`src/rtl/step_scheduler.sv`:
```
// step_scheduler: BPM-driven NCO step clock walking an 8-step bar, firing double-buffered drum triggers.
module step_scheduler #(
    parameter int unsigned CLK_HZ         = 50_000_000,
    parameter int unsigned STEPS_PER_BEAT = 2,
    parameter int unsigned DEFAULT_BPM    = 120
) (
    input  logic       clk,
    input  logic       reset,
    input  logic [7:0] bpm,
    input  logic       ld_bpm,
    input  logic [1:0] pat_sel,
    input  logic [7:0] pat_data,
    input  logic       pat_we,
    input  logic       start,
    input  logic       pause,
    input  logic       stop,
    output logic [3:0] trig,
    output logic [2:0] step,
    output logic       bar_start,
    output logic       running
);
    localparam logic [31:0] THRESH = 32'(64'(CLK_HZ) * 64'd60 / 64'(STEPS_PER_BEAT));
    typedef enum logic [1:0] {IDLE, RUN, PAUSE} state_t;
    state_t          state, state_d;
    logic [31:0]     acc, acc_d, sum;
    logic [2:0]      step_d, step_inc;
    logic [3:0]      trig_d, col_next, col_new;
    logic            bar_start_d;
    logic [7:0]      bpm_r;
    logic [3:0][7:0] shadow, active, active_d;
    always_comb begin
        sum         = acc + {24'd0, bpm_r};
        step_inc    = step + 3'd1;
        col_next    = '0;
        col_new     = '0;
        for (int i = 0; i < 4; i++) begin
            col_next[i] = active[i][step_inc];
            col_new[i]  = shadow[i][0];
        end
        state_d     = state;
        acc_d       = acc;
        step_d      = step;
        trig_d      = 4'd0;
        bar_start_d = 1'b0;
        active_d    = active;
        if (stop) begin
            state_d = IDLE;
            acc_d   = '0;
            step_d  = '0;
        end else if (state == IDLE) begin
            if (start) begin
                state_d     = RUN;
                acc_d       = '0;
                step_d      = '0;
                active_d    = shadow;
                trig_d      = col_new;
                bar_start_d = 1'b1;
            end
        end else if (state == PAUSE) begin
            state_d = start ? RUN : PAUSE;
        end else if (pause) begin
            state_d = PAUSE;
        end else if (sum >= THRESH) begin
            // Subtracting THRESH rather than clearing keeps the fractional phase, so no drift.
            acc_d  = sum - THRESH;
            step_d = step_inc;
            if (step_inc == 3'd0) begin
                active_d    = shadow;
                trig_d      = col_new;
                bar_start_d = 1'b1;
            end else begin
                trig_d = col_next;
            end
        end else begin
            acc_d = sum;
        end
    end
    always_ff @(posedge clk or negedge reset) begin
        if (!reset) begin
            state     <= IDLE;
            acc       <= '0;
            step      <= '0;
            trig      <= '0;
            bar_start <= 1'b0;
            running   <= 1'b0;
            bpm_r     <= 8'(DEFAULT_BPM);
            shadow    <= '0;
            active    <= '0;
        end else begin
            state     <= state_d;
            acc       <= acc_d;
            step      <= step_d;
            trig      <= trig_d;
            bar_start <= bar_start_d;
            running   <= (state_d == RUN);
            active    <= active_d;
            bpm_r     <= ld_bpm ? bpm : bpm_r;
            if (pat_we) shadow[pat_sel] <= pat_data;
        end
    end
endmodule

```
`config.mk`:
```
export PLATFORM = sky130hd
export DESIGN_NAME = step_scheduler
export DESIGN_NICKNAME = d
export VERILOG_FILES = /design/src/rtl/step_scheduler.sv
export SDC_FILE = /design/constraint.sdc
export NUM_CORES = 1
export LEC_CHECK = 0
export BUFFER_PORTS_ARGS = -buffer_cell sky130_fd_sc_hd__buf_2
export CAP_MARGIN = 20
export CORE_AREA = 2 2 142 75
export CTS_CLUSTER_SIZE = 8
export DETAILED_ROUTE_END_ITERATION = 8
export DIE_AREA = 0 0 144 77
export GPL_TIMING_DRIVEN = 0
export PLACE_DENSITY = 0.83
export SKIP_CTS_REPAIR_TIMING = 1
export SYNTH_ARGS = -nofsm -noshare
export SYNTH_HDL_FRONTEND = slang
export SYNTH_SLANG_ARGS = --single-unit
```
`constraint.sdc`:
```
create_clock -name clk -period 5.9 [get_ports clk]
set_input_delay 0.885 -clock clk [delete_from_list [all_inputs] [get_ports clk]]
set_output_delay 0.885 -clock clk [all_outputs]
set_load 0.03 [all_outputs]
```
* Word level (Yosys, flattened, before mapping) *
Cells that the tools add are included.

word-level totals
  input port bits = 25
  register bits = 115
  output and inout bits = 9
  bits in latches = 0
  RAM bits = 0
  memory bits (read-only) = 0
  memories kept = 0
  logic and storage cells = 89

operators by class
  order comparisons = 4
  add/subtract/negate cells = 3
  shift-type cells = 0
  multiplexer cells = 49
  bitwise operators = 1
  eq/ne operators = 8
  reductions and logical operators = 9
  div/mod/pow operators = 0
  multiply operators = 0

operators with widths
  operator                                                     number
  2-to-1 mux 32 bit                                            12
  adder 32 x 8 -> 32 bit                                       1
  bitwise mux 32 bit                                           1
  >= comparator 32 x 31 -> 1 bit (second input constant)       1
  subtractor 32 x 31 -> 32 bit (second input constant)         1
  2-to-1 mux 4 bit                                             7
  2-to-1 mux 3 bit                                             6
  demux 8 bit (select 2 bit)                                   1
  binary-select mux 1 bit (select 3 bit)                       4
  2-to-1 mux 2 bit                                             6
  2-to-1 mux 1 bit                                             11
  2-to-1 mux 8 bit                                             1
  inequality test 3 bit (second input constant)                2
  AND reduction 6 bit                                          1
  less-than comparator 3 x 4 -> 1 bit (second input constant)  1
  inequality test 2 bit (second input constant)                2
  AND reduction 4 bit                                          1
  nonzero test 2 bit                                           2
  adder 3 x 1 -> 3 bit (second input constant)                 1
  logical NOT 3 bit                                            1
  less-than comparator 2 x 3 -> 1 bit (second input constant)  1
  inequality test 3 x 1 -> 1 bit (second input constant)       1
  AND reduction 3 bit                                          1
  nonzero test 3 bit                                           1
  other kinds (7)                                              7

* Depth between registers and ports, before layout *
Gate-level depths: netlist of the first run.

  word-level depth = 9
  mapped depth = 17
  depth with buffers taken out = 16

* Worst setup path after synthesis of the first run *
Ideal clock, no wire load.

  path type = reg2reg
  start point = reg acc[0]
  end point = reg acc[19]
  path buffers = 0
  slack = 1.857 ns
  clock period less this slack = 4.043 ns
  arrival time = 3.918 ns
  setup time = 0.125 ns
  data required time = 5.775 ns
  stages on the path, launching flop included = 17
  cells stage by stage = dfrtp_1 ha_1 fa_1 a211oi_1 o21ai_0 a21boi_0 xnor2_1 ha_1 inv_1 a221oi_2 o21ai_0 a21o_2 a31oi_4 o21ai_4 or3_1 a31o_1 mux2_4

between the ends
  word-level cells in the longest chain between the ends = 7
  elaborated cells between the ends (all ways) = 8
  classes of those cells = 2 x add/sub; 1 x order compare; 5 x mux

ends and longest elaborated chain
  element                                                                                RTL line  RTL
  start: declaration                                                                     25        logic [31:0] acc, acc_d, sum;
  start signal: assignment                                                               81        acc <= '0;
  start signal: assignment                                                               91        acc <= acc_d;
  adder 32 x 8 -> 32 bit (*)                                                             32        sum = acc + {24'd0, bpm_r};
  subtractor 32 x 31 -> 32 bit / >= comparator 32 x 31 -> 1 bit (equally long branches)  65, 63
  2-to-1 mux 32 bit (*)                                                                  63        end else if (sum >= THRESH) begin
  2-to-1 mux 32 bit (*)                                                                  61        end else if (pause) begin
  2-to-1 mux 32 bit (*)                                                                  59        end else if (state == PAUSE) begin
  2-to-1 mux 32 bit (*)                                                                  50        end else if (state == IDLE) begin
  2-to-1 mux 32 bit (*)                                                                  46        if (stop) begin

Mark *: on every way between the ends. The rest lies on a longest branch, timed or not. The select of a mux whose other input is x is not followed.
A chain may end at the register's enable or synchronous reset.

* Final worst setup path of the first run *
  start point = reg bpm_r[0]
  end point = reg active[6] in the netlist's numbering

between the ends
  word-level cells in the longest chain between the ends = 4

ends and longest elaborated chain
  element                         RTL line  RTL
  start: declaration              29        logic [7:0] bpm_r;
  start signal: assignment        86        bpm_r <= 8'(DEFAULT_BPM);
  start signal: assignment        97        bpm_r <= ld_bpm ? bpm : bpm_r;
  adder 32 x 8 -> 32 bit          32
  >= comparator 32 x 31 -> 1 bit  63
  nonzero test 2 bit (no line)    n/a
  AND reduction 6 bit (no line)   n/a
  end signal: assignment          96        active <= active_d;
  end: declaration                30        logic [3:0][7:0] shadow, active, active_d;

No other way between the ends.

==> results of run 1 <==
[state kept, by name, indices dropped and copies added (netlist names)]
name and flops:
col_new 4, step 3, trig 4, active 32, running 1, bpm_r 8, acc 32, state 2
shadow 28, bar_start 1
[per-layer routing]
| metal | part of all wire (%) | GRT usage, % | wire (µm) | vias to the layer above |
|---|---|---|---|---|
| met4 | 1.8 | 11.0 | 293 | 0 |
| met5 | 0 | 0 | 0 | - |
| met1 | 47 | 48.7 | 7690 | 2444 |
| met3 | 11 | 9.93 | 1790 | 39 |
| met2 | 40 | 42.4 | 6650 | 301 |
| li1 | - | - | - | 2226 |
[report_power, final]
group	total (mW)	switching [mW]	leakage, nW	internal [mW]
logic	0.297	0.138	1.26	0.159
registers	0.995	0.0742	1.45	0.920
clock network	1.03	0.394	0.283	0.636
[layout by cell type, fill, tap and decap left out, types with 12 or more instances in the layout]
master	Yosys	layout
mux2_2	71	71
buf_2	2	33
xor2_1	17	17
dfrtp_1	111	111
a21oi_1	23	23
nand2_1	54	54
nor2_1	21	21
clkbuf_16	0	17
xnor2_1	20	20
nand3_1	18	18
nand4_1	14	14
clkbuf_1	12	12
o21ai_0	46	46
[kinds of logic after synthesis]
| logic type | Yosys count | synth area share (%) |
|---|---|---|
| AND/OR/NAND/NOR | 160 | 12.9 |
| AO/OA/AOI/OAI | 130 | 14.0 |
| flip-flops | 115 | 45.7 |
| multiplexers | 87 | 16.9 |
| XOR/XNOR | 37 | 5.14 |
| buffers and inverters | 34 | 2.86 |
| adder cells (fa/ha/maj) | 12 | 2.50 |
[per-stage QoR]
step	area [µm²]	utilization [%]	hold WS, ns	power (mW)
floorplan	6310	-	0.449	1.19
global placement	6640	67.4	0.465	1.27
detailed placement	6680	67.8	0.485	1.30
CTS	7270	73.8	0.497	2.32
global route	7270	73.8	0.513	2.40
finish	7270	73.8	0.497	2.32
[how the worst max path moves through the flow]
stage	start	endpoint	slack (ns)	cells after the start
2_1_floorplan	acc[0]	acc[19]	1.86	16
3_3_place_gp	bpm_r[0]	active[6]	1.21	16
3_5_place_dp	bpm_r[0]	active[6]	1.15	16
4_1_cts	bpm_r[0]	active[6]	1.11	16
5_1_grt	bpm_r[0]	active[4]	0.67	16
6_report	bpm_r[0]	active[6]	1.01	16
[critical path, delay by kind of cell (launching register included)]
family / cells / cell delay (ns)
xor gates and xnor gates: 1 / 0.25
DFF: 1 / 0.40
muxes: 1 / 0.37
buffers and inverters: 2 / 0.39
AOI/OAI and AO/OA: 9 / 2.38
adders and majority gates: 3 / 0.94
[cell type report]
class	count	area [µm²]	share of cell area, %
flip-flops and latches	115	2880	39.6
clock buffers	18	439	6.04
inverters	11	41.3	0.568
repair buffers	34	198	2.72
clock inverters	14	154	2.12
multi-input cells	426	3250	44.6
well taps	140	175	2.41
plain buffers	23	139	1.91
==> impl_metrics.py, run 1 <==
metrics = {
    "clocking": {
        "cts_root_buf": "clkbuf_16",
        "h-tree-depth": 4,
        "cts_made_buffers": 17,
        "clk_pin_slew_worst_paths_ns": 0.06,
        "tritoncts": "yes",
        "numClockSinks": 115,
        "clk_latency_ns": 0.42,
        "ctsLongestPathBuffers": 2,
    },
    "route": {
        "drt_iter0_drc": 581,
        "wirelength_um": 16400,
        "first_pass_iters": 5,
        "antenna_left": 0,
        "drc": 0,
        "wl_per_cell_um": 21.0,
        "num_vias": 5010,
        "viasPerCell": 6.41,
    },
    "logic_synthesis": {
        "seq_area_frac_synth_pct": 45.7,
        "yosys.area.top_type_share_pct": 44.0,
        "ys_warn_count": 0,
        "synth_edf_count": 0,
        "ys.flop_type": "dfrtp_1",
        "synth_most_common_cell": "dfrtp_1",
        "syn_area_per_cell_um2": 11.0,
        "syn_nets": 612,
        "synth_cell_types": 67,
        "syn_inst": 575,
        "yosysTopAreaCell": "dfrtp_1",
        "netlist_area_um2": 6310,
        "async_reset_ff_share_pct": 100,
        "synthTopCellsByCount": "dfrtp_1 (111), mux2_2 (71), nand2_1 (54)",
        "synth-seq-cells": 115,
        "synth_area_leaders": "dfrtp_1 (44%), mux2_2 (13%), o21ai_0 (3.6%)",
    },
    "timing": {
        "worst_slack_ns": 1.01,
        "rsz0062_at_grt": "false",
        "setup-violations-final": 0,
        "fin_tns_setup_ns": 0,
        "final.min_clock_period_ns": 4.89,
        "worstMarginPinSlew_ns": 0.907,
        "fin_crit_sh_pct": 82.9,
        "fmax_mhz": 205,
        "final_max_slew_viol_count": 0,
        "skew_ns": 0.00738,
        "max_slew_margin_pct": 39.5,
        "timing.final.hold_violations": 0,
    },
    "grt": {
        "grt_pass1_wl_um": 26400,
        "grt_pass1_vias": 4957,
        "grt.total_usage_pct": 31.8,
        "grt-ovfl-total": 0,
        "grt_max_degree": 67,
        "antenna_found_initial": 0,
    },
    "critical_path": {
        "r2r-start": "bpm_r[0]",
        "criticalPathCategory": "reg2reg",
        "cp_max_fo": 10,
        "worstPathCellList": "ha_1 > fa_1 > a211oi_1 > o21ai_0 > a21boi_0 > xnor2_1 > ha_1 > inv_1 > a221oi_2 > o21ai_0 > a21o_2 > a31oi_4 > o21ai_4 > o22ai_4 > buf_2 > mux2_2",
        "r2r_end": "active[6]",
        "cp-start-kind": "register",
        "slowest_stage": "fa_1",
        "ff2ff_path_depth": 16,
        "end_kind": "register",
        "max_stage_delay_ns": 0.44,
        "critPathRequiredTime_ns": 6.20,
        "crit_arrival_ns": 5.19,
        "r2r_setup_slack_ns": 1.01,
    },
    "cells_and_area": {
        "final_cells": 781,
        "nNetsFinal": 665,
        "syn2layout_area_growth_pct": 15.3,
        "drive_gt1_share_pct": 29.3,
        "fillers": 632,
        "diodes": 0,
    },
    "floorplan": {
        "dieHeight_um": 77,
        "start_util_pct": 64.0,
        "ios": 34,
        "dieArea_um2": 11100,
        "die_width_um": 144,
        "rows": 26,
        "coreArea_um2": 9860,
    },
    "power": {
        "max-vdd-ir-drop_uv": 220,
        "p_leak_nw": 2.99,
        "p_per_area_nw_per_um2": 319,
    },
    "job": {
        "drv_cap": 0,
    },
    "place": {
        "hpwlAfterDp_um": 11400,
        "io_buffers": 32,
        "gp_congestion": 0.954,
        "placed_cells": 749,
        "post-place-ws_ns": 1.15,
    },
    "worst_hold_path": {
        "hp-class": "in2async",
    },
    "status": {
        "status": "complete, no violations",
    },
}
Power figures use the tool's default switching activity.
==> run 2: changes to the inputs <==
--- a/config.mk
+++ b/config.mk
@@ -7,12 +7,12 @@
 export LEC_CHECK = 0
 export BUFFER_PORTS_ARGS = -buffer_cell sky130_fd_sc_hd__buf_2
 export CAP_MARGIN = 20
-export CORE_AREA = 2 2 142 75
+export CORE_AREA = 2 2 146 77
 export CTS_CLUSTER_SIZE = 8
 export DETAILED_ROUTE_END_ITERATION = 8
-export DIE_AREA = 0 0 144 77
+export DIE_AREA = 0 0 148 79
 export GPL_TIMING_DRIVEN = 0
-export PLACE_DENSITY = 0.83
+export PLACE_DENSITY = 0.79
 export SKIP_CTS_REPAIR_TIMING = 1
 export SYNTH_ARGS = -nofsm -noshare
 export SYNTH_HDL_FRONTEND = slang
==> constraint.sdc (replaced) <==
create_clock -name clk -period 5.12 [get_ports clk]
set_input_delay 0.768 -clock clk [delete_from_list [all_inputs] [get_ports clk]]
set_output_delay 0.768 -clock clk [all_outputs]
set_load 0.03 [all_outputs]
==> impl_metrics.py, run 2 (synthesis gave the netlist of run 1 again) <==
metrics = {
    "critical_path": {
        "cp_max_fo": 10,
        "slowest_stage": "fa_1",
        "max_stage_delay_ns": 0.45,
        "worstPathCellList": "ha_1 > fa_1 > a211oi_2 > o21ai_0 > a21boi_0 > xnor2_1 > ha_1 > inv_1 > a221oi_2 > o21ai_0 > a21o_2 > a31oi_4 > o21a_1 > buf_2 > a21oi_1 > a21oi_1 > o22ai_1",
        "crit_arrival_ns": 4.99,
        "r2r-start": "bpm_r[0]",
        "worst_path_dominant_cell_family": "compound AO/OA/AOI/OAI gates",
        "end_kind": "register",
        "worst-path-buf-inv": 2,
        "criticalPathCategory": "reg2reg",
        "crit_path_start": "bpm_r[0]",
        "cp-start-kind": "register",
        "critPathRequiredTime_ns": 5.40,
    },
    "power": {
        "clockPowerShare_pct": 46.2,
        "p_int_mw": 2.06,
        "seq_power_share_pct": 41.5,
        "swShare_pct": 25.4,
        "p_switching_mw": 0.703,
        "max-vdd-ir-drop_uv": 252,
        "p_per_area_nw_per_um2": 378,
        "power_mw": 2.77,
        "power_frac_comb_pct": 12.4,
        "p_leak_nw": 3.01,
    },
    "timing": {
        "final.min_clock_period_ns": 4.70,
        "setup-violations-final": 0,
        "rsz0062_at_grt": "false",
        "max_slew_margin_pct": 33.8,
        "fmax_mhz": 213,
        "skew_ns": 0.0113,
        "worst_slack_ns": 0.418,
        "final_max_slew_viol_count": 0,
        "worstMarginPinSlew_ns": 0.994,
        "fin_tns_setup_ns": 0,
        "timing.final.hold_violations": 0,
        "fin_crit_sh_pct": 91.8,
    },
    "cells_and_area": {
        "final_cells": 786,
        "syn2layout_area_growth_pct": 16.1,
        "diodes": 0,
        "fillers": 741,
        "reg_top3": "acc x32, active x32, shadow x28",
        "nNetsFinal": 665,
        "most-common-layout-cells": "dfrtp_1 (111), mux2_2 (71), nand2_1 (54)",
        "drive_gt1_share_pct": 29.5,
        "final_common_cell": "dfrtp_1",
    },
    "place": {
        "placed_cells": 754,
        "gp_congestion": 0.991,
        "post-place-ws_ns": 0.390,
        "io_buffers": 32,
        "hpwlAfterDp_um": 11400,
    },
    "floorplan": {
        "start_util_pct": 59.9,
        "ios": 34,
        "rows": 27,
        "dieArea_um2": 11700,
        "coreArea_um2": 10500,
        "dieHeight_um": 79,
        "die_width_um": 148,
    },
    "grt": {
        "grt.total_usage_pct": 29.9,
        "grt-ovfl-total": 0,
        "grt_pass1_wl_um": 26200,
        "grt_max_degree": 63,
        "grt_pass1_vias": 4802,
        "antenna_found_initial": 0,
    },
    "clocking": {
        "ctsLongestPathBuffers": 2,
        "cts_root_buf": "clkbuf_16",
        "h-tree-depth": 4,
        "cts_made_buffers": 17,
        "tritoncts": "yes",
        "clk_pin_slew_worst_paths_ns": 0.06,
        "clk_latency_ns": 0.42,
        "numClockSinks": 115,
    },
    "route": {
        "drc": 0,
        "viasPerCell": 6.37,
        "wl_per_cell_um": 20.8,
        "first_pass_iters": 5,
        "wirelength_um": 16300,
        "drt_iter0_drc": 546,
        "antenna_left": 0,
        "num_vias": 5003,
    },
    "worst_hold_path": {
        "hp-class": "in2async",
    },
    "status": {
        "status": "complete, no violations",
    },
    "job": {
        "drv_cap": 0,
    },
}
[run 2: worst paths after layout]
kind,end,slack (ns),depth (start not counted)
min in group clk,active[16],0.49,2
worst max-delay path,acc[11],0.42,17
worst max register to register,acc[11],0.42,17
worst min-delay path,shadow[14],0.45,1
max in group asynchronous,col_new[2],3.94,2
worst min register to register,active[16],0.49,2
[run 2: through the flow]
| step | instance area (µm²) | utilization, % | hold slack (ns) |
|---|---|---|---|
| floorplan | 6310 | - | 0.449 |
| global placement | 6650 | 63.1 | 0.472 |
| detailed placement | 6690 | 63.4 | 0.478 |
| CTS | 7320 | 69.4 | 0.483 |
| global route | 7320 | 69.5 | 0.512 |
| finish | 7320 | 69.5 | 0.453 |
[run 2: power by group through the flow]
stage          Clock, mW  Combinational, mW  Sequential, mW
5_1_grt             1.32              0.373            1.16
2_1_floorplan          0              0.241            1.13
6_report            1.28              0.342            1.15
4_1_cts             1.27              0.343            1.14
3_5_place_dp           0              0.337            1.16
3_3_place_gp           0              0.316            1.14
[run 2: worst register-to-register path, delay by kind of cell, from the launching register on]
kind,cells,cell delay [ns]
XOR/XNOR,1,0.26
AO/OA/AOI/OAI,11,2.59
flip-flops,1,0.40
adder cells (fa/ha/maj),3,0.94
buffers and inverters,2,0.41
[run 2: final cells by class]
| cell class | count | area [µm²] | share of cell area (%) |
|---|---|---|---|
| multi-input cells | 426 | 3250 | 44.4 |
| flip-flops and latches | 115 | 2880 | 39.4 |
| clock buffers | 17 | 425 | 5.81 |
| clock inverters | 15 | 205 | 2.80 |
| repair buffers | 34 | 198 | 2.70 |
| well taps | 145 | 181 | 2.48 |
| plain buffers | 23 | 139 | 1.90 |
| inverters | 11 | 41.3 | 0.564 |
[run 2: layer usage]
metal | vias to the layer above | track usage [%] | routed length [µm]
met5 | - | 0 | 0
met4 | 0 | 7.81 | 168
met3 | 23 | 8.51 | 1730
met2 | 308 | 41.5 | 6790
met1 | 2440 | 45.7 | 7630
li1 | 2232 | - | -
==> run 3: changes to the inputs <==
==> constraint.sdc (replaced) <==
create_clock -name clk -period 4.5 [get_ports clk]
set_input_delay 0.675 -clock clk [delete_from_list [all_inputs] [get_ports clk]]
set_output_delay 0.675 -clock clk [all_outputs]
set_load 0.03 [all_outputs]
==> impl_metrics.py, run 3 (synthesis gave the netlist of run 1 again) <==
metrics = {
    "power": {
        "clockPowerShare_pct": 46.1,
        "p_int_mw": 2.35,
        "swShare_pct": 25.5,
        "seq_power_share_pct": 41.4,
        "p_switching_mw": 0.805,
        "power_mw": 3.15,
        "p_leak_nw": 3.07,
        "power_frac_comb_pct": 12.6,
        "max-vdd-ir-drop_uv": 292,
        "p_per_area_nw_per_um2": 425,
    },
    "route": {
        "first_pass_iters": 5,
        "antenna_left": 0,
        "num_vias": 5037,
        "wl_per_cell_um": 21.1,
        "drc": 0,
        "drt_iter0_drc": 546,
        "wirelength_um": 16700,
        "viasPerCell": 6.37,
    },
    "clocking": {
        "ctsLongestPathBuffers": 2,
        "cts_root_buf": "clkbuf_16",
        "h-tree-depth": 4,
        "tritoncts": "yes",
        "clk_latency_ns": 0.42,
        "cts_made_buffers": 17,
        "clk_pin_slew_worst_paths_ns": 0.06,
        "numClockSinks": 115,
    },
    "grt": {
        "grt.total_usage_pct": 29.9,
        "grt-ovfl-total": 0,
        "grt_max_degree": 63,
        "grt_pass1_wl_um": 26200,
        "grt_pass1_vias": 4802,
        "antenna_found_initial": 0,
    },
    "cells_and_area": {
        "final_cell_area_um2": 7430,
        "syn2layout_area_growth_pct": 17.7,
        "final_common_cell": "dfrtp_1",
        "diodes": 0,
        "nNetsFinal": 670,
        "most-common-layout-cells": "dfrtp_1 (111), mux2_2 (71), nand2_1 (54)",
        "reg_top3": "acc x32, active x32, shadow x28",
        "drive_gt1_share_pct": 31.1,
    },
    "floorplan": {
        "ios": 34,
        "dieArea_um2": 11700,
        "die_width_um": 148,
        "coreArea_um2": 10500,
        "dieHeight_um": 79,
        "start_util_pct": 59.9,
        "rows": 27,
    },
    "critical_path": {
        "cp-start-kind": "register",
        "cp_max_fo": 6,
        "end_kind": "register",
        "critPathRequiredTime_ns": 4.80,
        "crit_arrival_ns": 4.66,
        "criticalPathCategory": "reg2reg",
    },
    "timing": {
        "timing.final.hold_violations": 0,
        "fmax_mhz": 229,
        "fin_crit_sh_pct": 97.0,
        "setup-violations-final": 0,
        "worstMarginPinSlew_ns": 0.985,
        "final.min_clock_period_ns": 4.36,
        "final_max_slew_viol_count": 0,
        "skew_ns": 0.00980,
        "max_slew_margin_pct": 34.3,
        "whs_ns": 0.360,
    },
    "place": {
        "gp_congestion": 0.991,
        "hpwlAfterDp_um": 11400,
        "io_buffers": 32,
        "placed_area_um2": 6690,
    },
    "worst_hold_path": {
        "hp-class": "in2async",
    },
    "job": {
        "drv_cap": 0,
    },
    "status": {
        "status": "complete, no violations",
    },
}
run 3: layout make-up:
class	count	area, µm²
clock buffer	17	425
buffer	23	144
multi-input combinational	426	3310
sequential	115	2880
timing repair buffer	39	235
tap	145	181
inverter	11	41.3
clock inverter	15	205
fill	735	3110
run 3: per-stage QoR:
| step | setup TNS [ns] | setup slack [ns] | instances | utilization, % |
|---|---|---|---|---|
| after CTS | -6.85 | -0.274 | 786 | 69.4 |
| final | 0 | 0.135 | 791 | 70.5 |
| after global routing | -0.0492 | -0.0397 | 791 | 70.5 |
| after global placement | -3.48 | -0.170 | 752 | 63.1 |
| after floorplan | 0 | 0.457 | 575 | - |
| after detailed placement | -5.43 | -0.230 | 754 | 63.4 |
run 3: worst max-delay path, cell delays in order (launching register included):
cell and delay, ns:
dfrtp_1 0.40, ha_1 0.25, fa_2 0.41, a211oi_4 0.30, o21ai_1 0.15, a21boi_2 0.20, xnor2_2 0.18, ha_2 0.25
inv_1 0.07, a221oi_4 0.24, o21ai_0 0.14, a21o_2 0.28, a31oi_4 0.34, o21ai_4 0.14, or3_1 0.40, a31o_1 0.24
mux2_4 0.26
run 3: per-layer routing:
layer / vias to the layer above / share of wire [%] / GRT usage (%) / routed length, µm
li1: 2235 / - / - / -
met3: 37 / 10 / 8.51 / 1730
met5: - / 0 / 0 / 0
met1: 2493 / 46 / 45.7 / 7720
met2: 272 / 42 / 41.5 / 6940
met4: 0 / 1.6 / 7.81 / 269
run 3: path summary, 6_finish.rpt:
check	startpoint	to	slack, ns	cells after the start
max	bpm_r[0]	acc[19]	0.14	16
min	reset	shadow[14]	0.36	1
max reg2reg	bpm_r[0]	acc[19]	0.14	16
min reg2reg	acc[6]	acc[6]	0.49	2
max in group asynchronous	reset	col_new[1]	3.41	2
min in group clk	acc[6]	acc[6]	0.49	2
run 3: power by group through the flow:
| stage | sequential [mW] | combinational [mW] | clock [mW] |
|---|---|---|---|
| global placement | 1.30 | 0.360 | 0 |
| floorplan | 1.28 | 0.274 | 0 |
| global route | 1.32 | 0.431 | 1.50 |
| detailed placement | 1.32 | 0.384 | 0 |
| finish | 1.30 | 0.397 | 1.45 |
| CTS | 1.30 | 0.390 | 1.45 |
